==> src/rtl/uart_tx_queue.sv <==
// Byte FIFO feeding an 8N1 UART serializer; frames go out back-to-back while
// the queue holds data, and pushes into a full queue are dropped and flagged.
module uart_tx_queue #(
    parameter int CLKS_PER_BIT = 104,
    parameter int DEPTH_LOG2   = 4
) (
    input  logic                  clk,
    input  logic                  rst,
    input  logic                  transmit,
    input  logic [7:0]            tx_byte,
    output logic                  tx,
    output logic                  is_transmitting,
    output logic                  full,
    output logic [DEPTH_LOG2:0]   count,
    output logic                  overflow
);

    localparam int                DEPTH      = 2 ** DEPTH_LOG2;
    localparam int                BW         = (CLKS_PER_BIT > 2) ? $clog2(CLKS_PER_BIT) : 1;
    localparam logic [BW-1:0]     BAUD_LAST  = BW'(CLKS_PER_BIT - 1);
    localparam logic [DEPTH_LOG2:0] COUNT_FULL = (DEPTH_LOG2 + 1)'(DEPTH);
    localparam logic [DEPTH_LOG2:0] COUNT_ZERO = {(DEPTH_LOG2 + 1){1'b0}};

    typedef enum logic [1:0] {
        S_IDLE  = 2'd0,
        S_START = 2'd1,
        S_DATA  = 2'd2,
        S_STOP  = 2'd3
    } state_t;

    state_t                  r_state;
    state_t                  w_state_next;
    logic [7:0]              r_mem [DEPTH];
    logic [DEPTH_LOG2-1:0]   r_wr_ptr;
    logic [DEPTH_LOG2-1:0]   r_rd_ptr;
    logic [DEPTH_LOG2:0]     r_count;
    logic                    r_overflow;
    logic [BW-1:0]           r_baud;
    logic [2:0]              r_bit_idx;
    logic [7:0]              r_shift;
    logic                    w_baud_done;
    logic                    w_not_empty;
    logic                    w_push;
    logic                    w_pop;

    assign w_baud_done = (r_baud == BAUD_LAST);
    assign w_not_empty = (r_count != COUNT_ZERO);
    assign full        = (r_count == COUNT_FULL);
    assign count       = r_count;
    assign overflow    = r_overflow;
    // Full is judged on the pre-edge count, so a pop on the same edge never rescues a push.
    assign w_push      = transmit & ~full;
    assign w_pop       = w_not_empty & ((r_state == S_IDLE) | ((r_state == S_STOP) & w_baud_done));

    always_ff @(posedge clk or posedge rst) begin
        if (rst) begin
            r_state <= S_IDLE;
        end else begin
            r_state <= w_state_next;
        end
    end

    always_comb begin
        w_state_next = r_state;
        case (r_state)
            S_IDLE:  if (w_not_empty) w_state_next = S_START; else w_state_next = S_IDLE;
            S_START: if (w_baud_done) w_state_next = S_DATA;  else w_state_next = S_START;
            S_DATA:  if (w_baud_done && (r_bit_idx == 3'd7)) w_state_next = S_STOP;
                     else w_state_next = S_DATA;
            S_STOP:  if (w_baud_done) w_state_next = w_not_empty ? S_START : S_IDLE;
                     else w_state_next = S_STOP;
            default: w_state_next = S_IDLE;
        endcase
    end

    always_comb begin
        tx              = 1'b1;
        is_transmitting = 1'b0;
        case (r_state)
            S_IDLE:  begin tx = 1'b1;                is_transmitting = 1'b0; end
            S_START: begin tx = 1'b0;                is_transmitting = 1'b1; end
            S_DATA:  begin tx = r_shift[r_bit_idx]; is_transmitting = 1'b1; end
            S_STOP:  begin tx = 1'b1;                is_transmitting = 1'b1; end
            default: begin tx = 1'b1;                is_transmitting = 1'b0; end
        endcase
    end

    // Baud counter restarts on every state change and between data bits.
    always_ff @(posedge clk or posedge rst) begin
        if (rst) begin
            r_baud    <= {BW{1'b0}};
            r_bit_idx <= 3'd0;
            r_shift   <= 8'h00;
        end else begin
            if ((w_state_next != r_state) || w_baud_done || (r_state == S_IDLE)) begin
                r_baud <= {BW{1'b0}};
            end else begin
                r_baud <= r_baud + BW'(1);
            end
            if (r_state != S_DATA) begin
                r_bit_idx <= 3'd0;
            end else if (w_baud_done) begin
                r_bit_idx <= r_bit_idx + 3'd1;
            end else begin
                r_bit_idx <= r_bit_idx;
            end
            if (w_pop) begin
                r_shift <= r_mem[r_rd_ptr];
            end else begin
                r_shift <= r_shift;
            end
        end
    end

    always_ff @(posedge clk or posedge rst) begin
        if (rst) begin
            r_wr_ptr   <= {DEPTH_LOG2{1'b0}};
            r_rd_ptr   <= {DEPTH_LOG2{1'b0}};
            r_count    <= COUNT_ZERO;
            r_overflow <= 1'b0;
        end else begin
            if (w_push) r_wr_ptr <= r_wr_ptr + DEPTH_LOG2'(1);
            else        r_wr_ptr <= r_wr_ptr;
            if (w_pop)  r_rd_ptr <= r_rd_ptr + DEPTH_LOG2'(1);
            else        r_rd_ptr <= r_rd_ptr;
            case ({w_push, w_pop})
                2'b10:   r_count <= r_count + (DEPTH_LOG2 + 1)'(1);
                2'b01:   r_count <= r_count - (DEPTH_LOG2 + 1)'(1);
                default: r_count <= r_count;
            endcase
            if (transmit && full) r_overflow <= 1'b1;
            else                  r_overflow <= r_overflow;
        end
    end

    always_ff @(posedge clk) begin
        if (w_push) begin
            r_mem[r_wr_ptr] <= tx_byte;
        end
    end

endmodule

==> config.mk <==
export PLATFORM = sky130hd
export DESIGN_NAME = uart_tx_queue
export DESIGN_NICKNAME = d
export VERILOG_FILES = /design/src/rtl/uart_tx_queue.sv
export SDC_FILE = /design/constraint.sdc
export NUM_CORES = 1
export LEC_CHECK = 0
export ABC_AREA = 1
export BUFFER_PORTS_ARGS = -buffer_cell sky130_fd_sc_hd__buf_4
export CAP_MARGIN = 15
export CORE_ASPECT_RATIO = 1.25
export CORE_MARGIN = 2
export CORE_UTILIZATION = 56
export CTS_CLUSTER_SIZE = 25
export DETAILED_ROUTE_END_ITERATION = 16
export HOLD_SLACK_MARGIN = 0.03
export PLACE_DENSITY = 0.76
export SLEW_MARGIN = 20
export SYNTH_ARGS = -nofsm -noshare
export SYNTH_HDL_FRONTEND = slang
export SYNTH_SLANG_ARGS = --single-unit
==> constraint.sdc <==
create_clock -name clk -period 2.5 [get_ports clk]
set_input_delay 0.125 -clock clk [delete_from_list [all_inputs] [get_ports clk]]
set_output_delay 0.125 -clock clk [all_outputs]
set_load 0.05 [all_outputs]
# Word level (Yosys, flattened, before mapping)
# Memory sizes are Yosys's and may differ from the RTL's. A register that Yosys moved wholly into a read port is not among the register bits.
# Index checks and enable logic that the tools add are counted.
# word_totals
word_cells,55
mem_bits_rw,128
ff_bits,26
out_inout_bits,9
inputBits,11
mem_count,1
# memory_table
name,words,width,rd,rd_ports_with_merged_regs,write_ports,line_no,text
r_mem,16,8,1,1,1,33,logic [7:0] r_mem [DEPTH];
# classes
muxes,15
n_bitwise,5
magnitude_cmp,1
n_reduce_logical,10
eq_ne,10
addsub,6
# ops
op,count
one-hot mux 5 bit (2 select lines),1
"adder 4 x 1 -> 4 bit, second input constant",2
one-hot mux 2 bit (4 select lines),1
"adder 7 x 1 -> 7 bit, second input constant",1
"equality test 7 bit, second input constant",1
2-to-1 mux 7 bit,1
"equality test 2 bit, second input constant",3
2-to-1 mux 3 bit,2
"adder 5 x 1 -> 5 bit, second input constant",1
"equality test 5 bit, second input constant",1
2-to-1 mux 1 bit,5
nonzero test 5 bit,1
"subtractor 5 x 1 -> 5 bit, second input constant",1
"equality test 2 x 1 -> 1 bit, second input constant",2
"< comparator 3 x 4 -> 1 bit, second input constant",1
2-to-1 mux 2 bit,2
nonzero test 2 bit,2
"adder 3 x 1 -> 3 bit, second input constant",1
bitwise AND 1 bit,3
binary-select mux 1 bit (select 3 bit),1
"equality test 3 bit, second input constant",1
one-hot mux 1 bit (3 select lines),1
OR reduction 3 bit,1
logical AND 1 bit,2
other kinds (8),9

# Longest topological paths before layout
# depth
depth_word,8
depth_mapped,16
depth_no_buf,15

# Worst setup path before layout
# Ideal clock, no wire load.
# synth_path
kind,register -> register
startpoint,register r_state[0]
endpoint,"register r_count[4], in the netlist count[4]"
t_required_ns,2.369
setup_ns,0.131
period_less_slack_ns,2.820
n_path_buf,1
setup_slack_ns,-0.320
arrival_time_ns,2.689
stages_incl_launch_ff,16
path_cell_list,dfrtp_1 > inv_1 > ha_1 > inv_1 > nand2_2 > inv_2 > or2_4 > clkinv_2 > buf_6 > ha_1 > fa_1 > a21oi_1 > o21bai_1 > a21oi_1 > o21ai_0 > xor2_1
# synth_via
elab_chain_len,6
elab_cells_between_ends,9
cone_classes,3 x eq/ne; 1 x mux; 3 x bitwise; 2 x reduce/logical
# synth_rtl
item,line_no,text
from (decl),31,state_t r_state;
from (signal assigned),59,r_state <= w_state_next;
equality test 2 bit,53,assign w_pop = w_not_empty & ((r_state == S_IDLE) | ((r_state == S_STOP) & w_baud_done));
bitwise AND 1 bit,53,
bitwise OR 1 bit *,53,
bitwise AND 1 bit *,53,
net w_pop,44,logic w_pop;
equality test 2 x 1 -> 1 bit / equality test 2 bit (equally long branches),126,"case ({w_push, w_pop})"
one-hot mux 5 bit (2 select lines) / nonzero test 2 bit (equally long branches),--,
to (signal assigned),127,2'b10: r_count <= r_count + (DEPTH_LOG2 + 1)'(1);
to (signal assigned),128,2'b01: r_count <= r_count - (DEPTH_LOG2 + 1)'(1);
to (signal assigned),129,default: r_count <= r_count;
to (decl),36,logic [DEPTH_LOG2:0] r_count;
# The timed path passes the listed nets; every way through them passes the cells marked *.
# A chain may end at the register's enable or synchronous reset.

# Worst setup path in the final report
# layout_path
startpoint,register r_baud[0]
endpoint,"register r_count[4], in the netlist count[4]"
# layout_via
elab_chain_len,6
elab_cells_between_ends,8
cone_classes,3 x eq/ne; 1 x mux; 3 x bitwise; 1 x reduce/logical
# layout_rtl
item,line_no,text
from (decl),38,logic [BW-1:0] r_baud;
from (signal assigned),91,r_baud <= {BW{1'b0}};
from (signal assigned),96,r_baud <= {BW{1'b0}};
from (signal assigned),98,r_baud <= r_baud + BW'(1);
equality test 7 bit *,46,assign w_baud_done = (r_baud == BAUD_LAST);
bitwise AND 1 bit *,53,
bitwise OR 1 bit *,53,
bitwise AND 1 bit *,53,
equality test 2 x 1 -> 1 bit / equality test 2 bit (equally long branches),126,
one-hot mux 5 bit (2 select lines) / nonzero test 2 bit (equally long branches),--,
# Every way passes the cells marked *; elsewhere a longest branch is shown, timed or not.

==> results_dict.tcl <==
set metrics [dict create \
    status "finished clean" \
    io_pins 20 \
    fin_worst_skew_ns 0.0140 \
    drcViolationCount 0 \
    synth_top_family_by_area "simple AND/OR/NAND/NOR gates" \
    hold_violations 0 \
    synth_cell_type_count 32 \
    synthSimpleGateAreaFrac 0.138 \
    post-route-util 0.667 \
    critPathMostFrequentCell "nand2_2" \
    drv_slew 0 \
    crit_path_top_delay_cell "dfrtp_1" \
    initial_utilization 0.575 \
    synth-compound-area-share 0.0982 \
    cts.path.max_buffers 2 \
    core_um2 12200 \
    diodes 0 \
    end_kind "register" \
    htree_levels 4 \
    area_growth_pct 16.0 \
    cts_buffers 17 \
    relSlewSlack 0.431 \
    final_nets 683 \
    setup_viol 0 \
    drive_gt1_frac 0.153 \
    use_met2 0.461 \
    grt.busiest_layer "met2" \
    rows 45 \
    synth_area_leaders "edfxtp_1 (55%), dfrtp_1 (12%), nor2_1 (6.3%), o21ai_0 (4.9%), nand2_1 (3.7%)" \
    vias_per_cell 5.83 \
    track_usage 0.250 \
    clockRootBuffer "clkbuf_16" \
    path_cells "ha_4 > nand2_2 > nor2_4 > nand2_2 > nand2_2 > inv_2 > or2_4 > clkinv_2 > ha_4 > fa_2 > a21oi_2 > o21bai_1 > a21oi_1 > o21ai_1 > xor2_1" \
    worstSetupPathType "reg2reg" \
    num_vias 4829 \
    drt_iter0_drc 529 \
    met1_usage 0.286 \
    path_max_fanout 5 \
    grt_max_degree 33 \
    worst_slew_pin_slew_ns 0.852 \
    crit_required_ns 2.81 \
    synthCells 608 \
    placed_area_um2 7420 \
    final_cell_area_um2 8110 \
    io_buffers 19 \
    slowest_delay_ns 0.42 \
    avgSynthCellArea_um2 11.5 \
    first_pass_iters 5 \
    min_period_ns 2.37 \
    clock_latency_ns 0.42 \
    dp_hpwl_mm 9.81 \
    path_clk_slew_ns 0.07 \
    synth_mux_area_frac 0 \
    yosys.area.top_type_share 0.550 \
    drv_cap 0 \
    yosys.area_share.adder 0.0351 \
    arrival_ns 2.68 \
    wl_per_cell_um 19.0 \
    p_leak_nw 2.99 \
    first_global_vias 5041 \
    overflow 0 \
    vdd_drop_max_mv 0.610 \
    dieArea_um2 13400 \
    place.gp.congestion 0.839 \
    die_w_um 104 \
    gr-usage-met3 0.0466 \
    grt_first_pass_wirelength_mm 25.5 \
    timing.hold.worst.class "in2reg" \
    synth_top_area_cell "edfxtp_1" \
    path_delay_family "adder cells" \
    fmax_ghz 0.422 \
    synth_nets 638 \
    drt_wl_total_mm 15.7 \
    cts_tree "done" \
    antenna_found_initial 0 \
    synth_xor_area_frac 0.0163 \
    clock_sinks 162 \
    power.density_nw_per_um2 854 \
    finalCritPeriodShare 0.949 \
    syn_area_um2 6990 \
    ant_nets 0 \
    startpoint_type "register" \
    yosysSeqAreaShare 0.671 \
    ys_ff_latch 162 \
    ys_warn_count 0 \
    die_y_um 129 \
    crit_buf_inv 2 \
]
## placed cells by master, fill, tap and decap left out, types with 2 or more instances in the layout
| cell type | Yosys | layout |
|---|---|---|
| o21ai_0 | 68 | 66 |
| clkinvlp_4 | 0 | 6 |
| xnor2_1 | 2 | 2 |
| nor2_1 | 118 | 117 |
| nand2_1 | 68 | 68 |
| clkinv_2 | 1 | 2 |
| o21ai_1 | 10 | 11 |
| dfrtp_2 | 0 | 4 |
| nor2_2 | 2 | 3 |
| inv_1 | 28 | 25 |
| edfxtp_1 | 128 | 128 |
| nand3_1 | 29 | 29 |
| dfrtp_1 | 34 | 30 |
| buf_4 | 5 | 48 |
| nor3_1 | 7 | 7 |
| inv_2 | 2 | 4 |
| clkbuf_1 | 11 | 2 |
| bufinv_16 | 0 | 3 |
| ha_4 | 0 | 4 |
| nand2_2 | 3 | 3 |
| clkbuf_16 | 0 | 17 |
| a21oi_1 | 7 | 6 |
| inv_6 | 0 | 2 |
| nand4_1 | 4 | 4 |
| dlygate4sd3_1 | 0 | 6 |
| o211ai_1 | 32 | 32 |
| xor2_1 | 11 | 11 |
| ha_1 | 18 | 14 |
## through the flow
step	instances	hold slack, ns	setup slack (ns)	power, mW	TNS [ns]
2_1_floorplan	608	0.224	-0.00528	3.94	-0.00528
3_3_place_gp	790	0.321	0.136	4.26	0
3_5_place_dp	790	0.343	0.0767	4.32	0
4_1_cts	827	0.0309	0.0740	6.92	0
5_1_grt	829	0.0379	-0.0102	7.13	-0.0196
6_report	829	0.0307	0.128	6.93	0
## cell usage after synthesis
library cell,n
dfrtp_1,34
o21bai_1,1
nor2_1,118
edfxtp_1,128
o211ai_1,32
o21ai_1,10
a21o_1,1
inv_1,28
o21ai_0,68
clkinv_1,1
buf_4,5
buf_1,1
nand3_1,29
nand2_2,3
buf_6,5
fa_1,1
xnor2_1,2
ha_1,18
nand2_1,68
or2_4,1
nand3b_1,1
nand4_1,4
clkinv_2,1
nor2_4,1
nor2_2,2
nor3_1,7
buf_2,6
clkbuf_1,11
o22ai_1,1
xor2_1,11
inv_2,2
a21oi_1,7
## state kept, by name (all words and copies together) (netlist names)
| signal | count |
|---|---|
| r_mem | 128 |
| r_baud | 7 |
| r_rd_ptr | 4 |
| r_wr_ptr | 4 |
| count | 5 |
| r_bit_idx | 3 |
| r_state | 2 |
| r_shift | 8 |
| overflow | 1 |
## path summary, 6_finish.rpt
path                       slack, ns     endpoint  cells past startpoint        from
max in group asynchronous       1.36   r_shift[7]                      4         rst
setup reg to reg                0.13     count[4]                     15   r_baud[0]
min in group asynchronous       0.44  r_wr_ptr[2]                      3         rst
setup / recovery                0.13     count[4]                     15   r_baud[0]
hold reg to reg                 0.46     overflow                      1    overflow
hold / removal                  0.03  r_mem[0][4]                      1  tx_byte[4]
## kinds of logic after synthesis
group,Yosys count
compound gates,120
xor+xnor,13
fa+ha+maj,19
buf+inv,60
flops,162
simple gates,234
## report_power, final
group          switching, mW  total [mW]  internal (mW)
logic                  0.679       0.971          0.292
clock network           1.04        2.61           1.57
registers              0.140        3.35           3.21
## timing repair
item	CTS	global route
buffers inserted	0	2
endpoints found under the setup margin	0	2
resized for setup	0	6
hold buffers	6	0
hold endpoints to repair	74	0
## metal layers
metal	vias up	share of wire
met5	-	0
met4	0	0.029
met3	45	0.048
met2	211	0.54
met1	2358	0.38
li1	2215	-
## final cells by class
type	instances	area (um^2)
fill	898	4050
multi-input combinational	386	2070
clock buffer	19	433
tap	164	205
clock inverter	12	159
sequential	162	4700
timing repair buffer	54	420
inverter	32	125
No activity file was read; power rests on OpenSTA's default activity.
